[src/rtl/std_div_seq.sv]
// Unsigned restoring divider: one quotient bit per cycle, go/done handshake.
// Latency WIDTH+1 cycles from acceptance to done; go is only sampled in IDLE (no backpressure).
module std_div_seq #(
  parameter int WIDTH = 32
) (
  input  logic             clk,
  input  logic             reset,
  input  logic             go,
  input  logic [WIDTH-1:0] left,
  input  logic [WIDTH-1:0] right,
  output logic [WIDTH-1:0] out_quotient,
  output logic [WIDTH-1:0] out_remainder,
  output logic             done
);

  localparam int CW = $clog2(WIDTH) + 1;
  localparam logic [CW-1:0] LAST = CW'(WIDTH - 1);

  typedef enum logic [1:0] {S_IDLE, S_BUSY, S_DONE} state_t;

  state_t           state, state_nxt;
  logic [WIDTH-1:0] dvd;
  logic [WIDTH-1:0] divisor;
  logic [WIDTH-1:0] rem;
  logic [CW-1:0]    cnt;

  logic [WIDTH:0]   rem_sh;
  logic [WIDTH:0]   trial;
  logic [WIDTH-1:0] dvd_nxt;
  logic [WIDTH-1:0] rem_nxt;

  // The dividend register doubles as the quotient: bits shift out the top
  // into the remainder while quotient bits enter at the bottom.
  always_comb begin
    rem_sh     = {rem, dvd[WIDTH-1]};
    trial      = rem_sh - {1'b0, divisor};
    dvd_nxt    = dvd << 1;
    dvd_nxt[0] = ~trial[WIDTH];
    rem_nxt    = trial[WIDTH] ? rem_sh[WIDTH-1:0] : trial[WIDTH-1:0];
  end

  always_ff @(posedge clk) begin
    if (reset) begin
      state <= S_IDLE;
    end else begin
      state <= state_nxt;
    end
  end

  always_comb begin
    state_nxt = state;
    case (state)
      S_IDLE:  if (go) state_nxt = S_BUSY;
      S_BUSY:  if (cnt == LAST) state_nxt = S_DONE;
      S_DONE:  state_nxt = S_IDLE;
      default: state_nxt = S_IDLE;
    endcase
  end

  always_ff @(posedge clk) begin
    if (reset) begin
      dvd           <= '0;
      divisor       <= '0;
      rem           <= '0;
      cnt           <= '0;
      out_quotient  <= '0;
      out_remainder <= '0;
    end else begin
      case (state)
        S_IDLE: begin
          if (go) begin
            dvd     <= left;
            divisor <= right;
            rem     <= '0;
            cnt     <= '0;
          end
        end
        S_BUSY: begin
          dvd <= dvd_nxt;
          rem <= rem_nxt;
          cnt <= cnt + CW'(1);
          if (cnt == LAST) begin
            out_quotient  <= dvd_nxt;
            out_remainder <= rem_nxt;
          end
        end
        default: ;
      endcase
    end
  end

  assign done = (state == S_DONE);

endmodule

[config.mk]
export PLATFORM = sky130hd
export DESIGN_NAME = std_div_seq
export DESIGN_NICKNAME = d
export VERILOG_FILES = /design/src/rtl/std_div_seq.sv
export SDC_FILE = /design/constraint.sdc
export NUM_CORES = 1
export LEC_CHECK = 0
export ABC_CLOCK_PERIOD_IN_PS = 9350
export CORE_ASPECT_RATIO = 0.7
export CORE_MARGIN = 8
export CORE_UTILIZATION = 58
export CTS_CLUSTER_SIZE = 16
export DETAILED_ROUTE_END_ITERATION = 12
export HOLD_SLACK_MARGIN = 0.1
export PLACE_DENSITY = 0.95
export SYNTH_ARGS = -nofsm -noshare
export SYNTH_HDL_FRONTEND = slang
export SYNTH_SLANG_ARGS = --single-unit
[constraint.sdc]
create_clock -name clk -period 9.35 [get_ports clk]
set_input_delay 2.805 -clock clk [delete_from_list [all_inputs] [get_ports clk]]
set_output_delay 2.805 -clock clk [all_outputs]
set_load 0.02 [all_outputs]
**Yosys cells after proc, flatten, opt, wreduce, memory -nomap -nowiden**

Index checks and enable logic that the tools add are counted.

- Register bits after elaboration: 168
- Output and inout port bits: 65

- Equal/unequal tests: 5
- Reductions and logical operators: 6
- Bitwise operators: 1
- Muxes and demuxes: 10
- Add/subtract/negate cells: 2

Operators with widths:

| kind | count |
|---|---|
| 32-bit case mux with 2 select lines | 2 |
| 32-bit two-way mux | 3 |
| 33-bit by 32-bit subtractor with 33-bit output | 1 |
| 6-bit case mux with 2 select lines | 1 |
| 2-bit AND reduction | 4 |
| 6-bit by 1-bit adder with 6-bit output, second input constant | 1 |
| 6-bit by 5-bit == test with 1-bit output, second input constant | 1 |
| 6-bit two-way mux | 1 |
| 2-bit two-way mux | 2 |
| 2-bit != test, second input constant | 2 |
| 2-bit case mux with 2 select lines | 1 |
| 2-bit by 1-bit == test with 1-bit output, second input constant | 1 |
| 2-bit == test, second input constant | 1 |
| 2-bit logical NOT | 1 |
| 2-bit nonzero test | 1 |
| 1-bit NOT | 1 |

**Logic depth before layout (Yosys ltp)**

- Depth in word-level cells: 3
- Depth in mapped cells: 13
- Depth with buffers taken out: 11

**Worst setup path after synthesis**

OpenSTA, ideal clock, no wires.

- Kind: input-to-reg
- Start point: input go
- End point: register dvd[25]
- Stages on the path: 5
- Data required time: 9.258 ns
- Arrival time: 3.727 ns
- Setup slack: 5.531 ns
- Path through: nand2_1 clkbuf_1 buf_1 nor2_1 nor4_1

- Word-level cells in the longest chain between the ends: 2

Ends and longest elaborated chain:

| what | RTL line | RTL |
|---|---|---|
| from (decl) | 8 | `input logic go,` |
| 2-bit != test (no source line) | n/a |  |
| 2-bit AND reduction (no source line) | n/a |  |
| to (signal assigned) | 72 | `dvd <= left;` |
| to (signal assigned) | 79 | `dvd <= dvd_nxt;` |
| to (decl) | 22 | `logic [WIDTH-1:0] dvd;` |

No other way between the ends.
A chain may end at the register's enable or synchronous reset.

**Worst setup path in the final report**

- Start point: input go
- End point: register rem[11]

- Word-level cells in the longest chain between the ends: 2

Ends and longest elaborated chain:

| what | RTL line | RTL |
|---|---|---|
| 2-bit != test (no source line) | n/a |  |
| 2-bit AND reduction (no source line) | n/a |  |
| to (signal assigned) | 80 | `rem <= rem_nxt;` |
| to (decl) | 24 | `logic [WIDTH-1:0] rem;` |

No other way between the ends.

==> summary.md <==
| Metric | Value |
|---|---|
| Outcome | completed |
| Sequential area share after synthesis | 0.405 |
| Final hold viol count | 0 |
| Max-slew violation count | 0 |
| TritonCTS clock tree | yes |
| Largest net degree at the start of global routing | between 90 and 100 |
| Critical-path top delay cell | buf_4 |
| Tcrit/Tclk final | 0.480 |
| Post-Syn Area | around 8300 sq um |
| Vias | about 8000 |
| Starting Density | 0.595 |
| Routed WL | 22.9 mm |
| DP Area | a little under 10000 sq um |
| Pre-CTS setup slack | between 4 and 5 ns |
| Max-cap violations | 0 |
| Die height | between 100 and 150 um |
| Leak | 3.97 nW |
| Main flop type after synthesis | dfxtp_1 |
| Most common cell after layout, fill and taps aside | nand2_1 |
| Final cell count without fillers | approximately 1400 |
| Min-delay worst type | register to register |
| GR Overflow Total | 0 |
| Post CTS Setup Buffer Count | 0 |
| Final Worst Setup Slack | between 4 and 5 ns |
| VDD IR max | around 0.26 mV |
| Commonest non-fill, non-tap cells in the layout | nand2_1, dfxtp_1, nor2_1, clkdlybuf4s50_1, a21oi_1 |
| Antenna violations before repair | 0 |
| Clock tree sinks | around 170 |
| Hpwl dp | 15.5 mm |
| Clk root buf | clkbuf_16 |
| FFs w/ async S/R, synth | 0 |
| DR pass1 iterations | 8 |
| Crit path time final | about 4.5 ns |
| Worst-Margin Slew | 1.19 ns |
| Crit path arrival time | ~4.8 ns |
| Final Instance Area | slightly above 10000 sq um |
| FF+latch count, synth | approximately 170 |
| DR WL/cell | approximately 17 um |
| Post-cts resize count | 0 |
| Max-slew headroom | 0.210 |
| Layout cell share with drive strength beyond 1 | 0.0509 |
| Full die area | between 15000 and 20000 sq um |
| Hold path start | divisor[10] |
| CTS max path bufs | 2 |
| Worst Skew | roughly 0.011 ns |
| Syn Nets | between 1000 and 1500 |
| R2R Path End | rem[3] |
| Hold-fix buffer count after cts | 0 |
| Synth-to-Final Area Change | 22.9% |
| Utilization after layout | 0.731 |
| Routability cong. | between 0.9 and 1 |
| Critical Path End Type | register |
| Total Nets Final | between 1000 and 1500 |
| Die X-Extent | approximately 160 um |
| Hold EP | divisor[10] |
| Core box area | between 10000 and 15000 sq um |
| Yosys cell types | a little over 60 |
| Port Buffers | 131 |
| TNS Setup | 0 ns |
| FMAX | ~220 MHz |
| I/O Pins | between 100 and 150 |
| Power per Cell Area | roughly 390 nW/um^2 |
| Vias in the first global route | roughly 7700 |
| CTS Buf Count | 17 |
| Final Setup Violations | 0 |
| Max FO, Critical Path | 67 |
| Cells after Synth | between 1000 and 1500 |
| First-pass GRT wire length | 37.5 mm |
| RSZ-0062 raised after global routing | no |
| Total power | 3.98 mW |
| Fill count | roughly 1000 |
| Hold Worst Slack | 0.456 ns |
| CP max stage delay | 0.57 ns |
| Reg-to-Reg Start | divisor[25] |
| Crit path kind | primary input to register |
| Drt via density | just under 6 |
| # H-tree levels | 4 |
| Hold Path Cell Cnt | 2 |
| Post-synth EDFFs | 0 |
| R2R Setup Slk | 5.74 ns |
| Crit start category | primary input |
| Synth warn | 0 |
| Clk Latency, worst-skew pair | 0.43 ns |
| Site Rows | 36 |
| Critical path, cell by cell | clkdlybuf4s50_1 -> nand2_2 -> buf_4 -> nand2_1 -> nor2_2 -> buf_4 -> nand2_1 -> o211ai_1 |
| DRT iter0 DRCs | around 940 |
| Clk slew on worst S/H paths | approximately 0.07 ns |
| Dpl cells | approximately 1300 |
| Tot GR Track Use | 0.242 |
| Data required time of the critical path | approximately 9.7 ns |
| R2R cell count | 10 |
| Syn avg cell area | ~7.7 sq um |
| Antenna cells | 0 |
| DRC violations left | 0 |
| Post-route antenna net violation count | 0 |
[logic make-up (layout without fill, tap and decap cells)]
kind of cell / Yosys count / count (layout) / share of synthesized area
AO/OA/AOI/OAI: 254 / 254 / 0.193
AND/OR/NAND/NOR: 464 / 464 / 0.242
XOR/XNOR: 19 / 19 / 0.0200
flip-flops: 168 / 168 / 0.405
multiplexers: 27 / 27 / 0.0328
buffers and inverters: 110 / 213 / 0.0556
adder cells (fa/ha/maj): 34 / 34 / 0.0521
[layout make-up]
type                    instances  area, sq um  area share
repair buffers                140         1380       0.135
flip-flops and latches        168         3360       0.329
well taps                     190          238      0.0233
inverters                      41          154      0.0151
multi-input cells             798         4500       0.440
clock buffers                  17          425      0.0417
clock inverters                15          158      0.0154
[worst max path at each step]
stage	from	endpoint	slack (ns)
after floorplan	go	dvd[25]	5.53
after global placement	go	rem[11]	4.58
after detailed placement	go	rem[11]	4.49
after CTS	go	rem[11]	4.88
after global routing	go	rem[11]	4.74
final	go	rem[11]	4.86
[per-layer routing]
metal,vias up,wire [um],share of wire,global-route usage
met5,-,0,0,0
met4,0,410,0.018,0.0933
met3,45,1880,0.082,0.0532
met2,388,10100,0.44,0.384
met1,3736,10500,0.46,0.319
li1,3879,-,-,-
[state kept, by name, summed over array words and instances, names as in the netlist]
register and flops:
rem 32, state 2, cnt 6, out_remainder 32, dvd 32, divisor 32
out_quotient 32
[where the power goes]
part,internal [mW],switching [mW]
logic,0.964,1.45
registers,0.801,0.0746
clock network,0.357,0.333
total,2.12,1.86
[worst max-delay path: cells and delay by family]
kind	cells	cell delay (ns)
buf+inv	3	1.35
simple gates	4	0.47
compound gates	1	0.14
[cells in the mapped netlist (5+ instances only)]
cell type / n / area share
inv_1: 41 / 0.019
buf_2: 7 / 0.0042
a21oi_1: 94 / 0.057
nand2b_1: 12 / 0.0090
o21a_1: 7 / 0.0063
o21ai_0: 52 / 0.031
a21o_1: 19 / 0.017
o211ai_1: 6 / 0.0054
nor4_1: 30 / 0.023
mux2i_1: 25 / 0.030
clkbuf_1: 52 / 0.023
nor3_1: 8 / 0.0048
a211oi_1: 31 / 0.028
nand3_1: 15 / 0.0090
and3_1: 7 / 0.0053
nand4_1: 6 / 0.0045
ha_1: 33 / 0.050
dfxtp_1: 168 / 0.40
a311oi_1: 5 / 0.0053
xor2_1: 7 / 0.0074
nand2_1: 197 / 0.089
a31oi_1: 7 / 0.0053
nor2b_1: 5 / 0.0038
xnor2_1: 12 / 0.013
nand3b_1: 6 / 0.0054
nor2_1: 161 / 0.073
buf_1: 6 / 0.0027
No activity file was read; power rests on OpenSTA's default activity.
